## src/rtl/oled_fsm.sv

```systemverilog
// oled_fsm: control FSM for the soda-machine OLED text path.
// Steps through clear, price, cents, coin-total and dispense text loads.
// Each state asserts one load strobe for the registers that feed the OLED
// character writer. The strobes are decoded from the state register only.
// Optional macro OLED_FSM_PB_EDGE_EN: pb3 and pb2 advance the FSM only on
// a rising edge. When the macro is undefined, both buttons act on level.
module oled_fsm (
   input  logic clk,
   input  logic rst,
   input  logic pb3,
   input  logic pb2,
   input  logic d,
   input  logic char_done,
   output logic clr_reg,
   output logic ld_price,
   output logic ld_cents,
   output logic ld_coins,
   output logic ld_disp
);

   typedef enum logic [6:0] {
      INIT      = 7'b0000001,
      IDLE      = 7'b0000010,
      WR_PRICE  = 7'b0000100,
      WAIT_COIN = 7'b0001000,
      WR_CENTS  = 7'b0010000,
      WR_COINS  = 7'b0100000,
      DISP      = 7'b1000000
   } state_t;

   state_t state;
   state_t state_nxt;

   logic   start_go;
   logic   coin_go;

`ifdef OLED_FSM_PB_EDGE_EN
   logic pb3_q;
   logic pb2_q;

   // Previous button levels, used for rising-edge detection
   always_ff @(posedge clk or negedge rst) begin
      if (!rst) begin
         pb3_q <= 1'b0;
         pb2_q <= 1'b0;
      end else begin
         pb3_q <= pb3;
         pb2_q <= pb2;
      end
   end

   assign start_go = pb3 & ~pb3_q;
   assign coin_go  = pb2 & ~pb2_q;
`else
   assign start_go = pb3;
   assign coin_go  = pb2;
`endif

   // State register; a low rst forces INIT at once
   always_ff @(posedge clk or negedge rst) begin
      if (!rst) state <= INIT;
      else      state <= state_nxt;
   end

   // Next-state logic and Moore output decode; any non-one-hot code returns to INIT
   always_comb begin
      state_nxt = INIT;
      clr_reg   = 1'b0;
      ld_price  = 1'b0;
      ld_cents  = 1'b0;
      ld_coins  = 1'b0;
      ld_disp   = 1'b0;
      case (state)
         INIT: begin
            clr_reg   = 1'b1;
            state_nxt = IDLE;
         end
         IDLE: begin
            state_nxt = start_go ? WR_PRICE : IDLE;
         end
         WR_PRICE: begin
            ld_price  = 1'b1;
            state_nxt = char_done ? WAIT_COIN : WR_PRICE;
         end
         WAIT_COIN: begin
            state_nxt = coin_go ? WR_CENTS : WAIT_COIN;
         end
         WR_CENTS: begin
            ld_cents  = 1'b1;
            state_nxt = char_done ? WR_COINS : WR_CENTS;
         end
         WR_COINS: begin
            ld_coins = 1'b1;
            if (char_done) state_nxt = d ? DISP : WR_PRICE;
            else           state_nxt = WR_COINS;
         end
         DISP: begin
            ld_disp   = 1'b1;
            state_nxt = char_done ? INIT : DISP;
         end
         default: begin
            state_nxt = INIT;
         end
      endcase
   end

endmodule

```

## config.mk

```make
export PLATFORM = sky130hd
export DESIGN_NAME = oled_fsm
export DESIGN_NICKNAME = d
export VERILOG_FILES = /design/src/rtl/oled_fsm.sv
export SDC_FILE = /design/constraint.sdc
export NUM_CORES = 1
export LEC_CHECK = 0
export CAP_MARGIN = 20
export CORE_AREA = 2 2 39 41
export DETAILED_ROUTE_END_ITERATION = 10
export DIE_AREA = 0 0 41 43
export GPL_TIMING_DRIVEN = 1
export SLEW_MARGIN = 20
export SYNTH_ARGS = -nofsm -noshare
export SYNTH_HDL_FRONTEND = slang
export SYNTH_SLANG_ARGS = --single-unit
```

## constraint.sdc

```tcl
create_clock -name clk -period 3.65 [get_ports clk]
set_input_delay 0.73 -clock clk [delete_from_list [all_inputs] [get_ports clk]]
set_output_delay 0.73 -clock clk [all_outputs]
set_load 0.02 [all_outputs]
```

==> impl_metrics.tcl <==
set metrics [dict create \
    gr-total-overflow 0 \
    drc 0 \
    rows 14 \
    largest_reg_flops 7 \
    nets 71 \
    insertion_delay_ns 0.25 \
    fin_skew_ns 0.00832 \
    viasPerCell 4.95 \
    clock.fmax_mhz 373 \
    yosysWarnings 0 \
    crit_required_ns 2.92 \
    endpoint_kind "output pin" \
    slew_headroom 0.774 \
    vias 396 \
    drtPass1Iterations 2 \
    cts-root-buf "clkbuf_4" \
    antenna_left 0 \
    synthCells 50 \
    cts_resized 0 \
    holdCritPathClass "reg -> reg" \
    synth_edf_count 0 \
    n_fill_cell 144 \
    max_stage_delay_ns 0.63 \
    ys_ff_latch 7 \
    powerDensity_nw_per_um2 552 \
    yosysUniqueCellTypes 27 \
    syn_area_um2 473 \
    period_minus_slack_ns 2.68 \
    largest-register "state" \
    place_area_um2 593 \
    wl_um 898 \
    setup_violations 0 \
    grt_usage 0.133 \
    port_buffers 10 \
    cp.arrival_ns 1.95 \
    grt_first_pass_wirelength_um 1600 \
    yosysSeqAreaShare 0.373 \
    start_util 0.342 \
    drt-initial-drc-count 4 \
    p_leak_nw 0.272 \
    setup_slack_ns 0.972 \
    antenna_cells 0 \
    synthArstFlopShare 1.00 \
    dieArea_um2 1760 \
    path_clk_slew_ns 0.06 \
    clock-sinks 7 \
    die_h_um 43 \
    clock_path_buffers 2 \
    synth_area_leaders "dfrtp_1 32%, nor2_1 6.3%, dfstp_2 5.6%, nor2b_1 5.3%, nor4_4 4.5%" \
    period_share 0.734 \
    dp_cells 76 \
    syn_to_final_growth_pct 31.0 \
    die_w_um 41 \
    htree_levels 1 \
    critPathKind "reg -> out" \
    routedWlPerCell_um 11.2 \
    cpMaxStageDelayCell "clkdlybuf4s50_1" \
    grt_pass1_vias 372 \
    grt_antenna_before_repair 0 \
    gp_congestion 0.752 \
    ir_worst_vdd_uv 217 \
    core_um2 1380 \
    hold_buffers 0 \
    synth_fp_nets 56 \
    post-place-ws_ns 1.23 \
    final_cells 80 \
    ioPinCount 11 \
    max_cap_violations 0 \
    fin_tns_setup_ns 0 \
    tightestPinTransition_ns 0.338 \
    cts_buffers 3 \
    postCtsSetupRepairBufs 0 \
    cts_tree "built" \
    drive_gt1_frac 0.172 \
    rsz0062_at_grt "no" \
    hold_viol 0 \
    synthFlopType "dfrtp_1" \
    crit_chain "nor3_4, nand2_1, nor3b_1, clkdlybuf4s50_1" \
    cp_max_fo 8 \
    synth.avg_cell_area_um2 9.46 \
    slew_viol_final 0 \
    top_regs "state x7" \
    cp-start-kind "register" \
    place_hpwl_um 702 \
    outcome "completed" \
    design_area_um2 619 \
    grt_max_degree 9 \
    yosys.area.top_type "dfrtp_1" \
    synth_top_area_frac 0.317 \
]
report_power, final:
group | total [W] | switching, W | internal, W
registers | 0.000130 | 0.0000313 | 0.0000990
clock network | 0.0000689 | 0.0000272 | 0.0000416
logic | 0.000143 | 0.0000708 | 0.0000718
stage by stage:
step | hold slack [ns] | utilization | power [W]
after detailed placement | 0.566 | 0.429 | 0.000276
after floorplan | 0.434 | - | 0.000231
after global routing | 0.610 | 0.448 | 0.000375
after CTS | 0.576 | 0.448 | 0.000346
after global placement | 0.560 | 0.429 | 0.000278
final | 0.576 | 0.448 | 0.000342
layout make-up:
cell class	instances	area, µm²	area share
Sequential cell	7	176	0.285
Timing Repair Buffer	10	100	0.162
Multi-Input combinational cell	41	289	0.467
Inverter	2	7.51	0.0121
Clock buffer	4	26.3	0.0424
Tap cell	16	20.0	0.0323
per-layer routing:
| layer | track usage | up-vias | part of all wire |
|---|---|---|---|
| met5 | 0 | - | 0 |
| met4 | 0.0400 | 0 | 0 |
| met3 | 0.0314 | 0 | 0.049 |
| met2 | 0.194 | 8 | 0.45 |
| met1 | 0.189 | 179 | 0.50 |
| li1 | - | 209 | - |
path summary, 6_finish.rpt:
| check | start | endpoint | slack (ns) | cells past startpoint |
|---|---|---|---|---|
| worst max-delay path | state[2] | ld_disp | 0.97 | 4 |
| worst min-delay path | state[4] | state[3] | 0.58 | 1 |
| worst max register to register | state[5] | state[2] | 2.41 | 3 |
| worst min register to register | state[4] | state[3] | 0.58 | 1 |
| max in group asynchronous | rst | state[0] | 2.60 | 1 |
| min in group asynchronous | rst | state[5] | 0.75 | 1 |
cells by family (layout without fill, tap and decap cells):
family                    Yosys count  in the layout  synth area share
muxes                               1              1            0.0317
xor gates and xnor gates            1              1            0.0185
buffers and inverters               2             16            0.0159
AOI/OAI and AO/OA                   9              9             0.140
DFF                                 7              7             0.373
and+or+nand+nor                    30             30             0.421
synthesized netlist by cell type (2+ instances only):
cell / count
a21oi_1: 2
dfrtp_1: 6
inv_1: 2
nand2_1: 3
nand2b_1: 3
nor2_1: 8
nor2b_1: 4
nor3b_1: 2
o211ai_1: 2
worst max-delay path: cells and delay by family (launching register included):
kind / cells / cell delay (ns)
buf+inv: 1 / 0.63
simple gates: 3 / 0.61
flops: 1 / 0.46
cell usage in the layout (no fill, tap or decap), drive strengths merged, types with 2 or more instances in the layout:
cell type and count:
clkdlybuf4s50 10, nor2 8, dfrtp 6, nor2b 5
clkbuf 4, nand2 3, nand2b 3, o211ai 3
inv 2, nor3b 2, a21oi 2, nor3 2
and3 2
No activity file was read; power rests on OpenSTA's default activity.
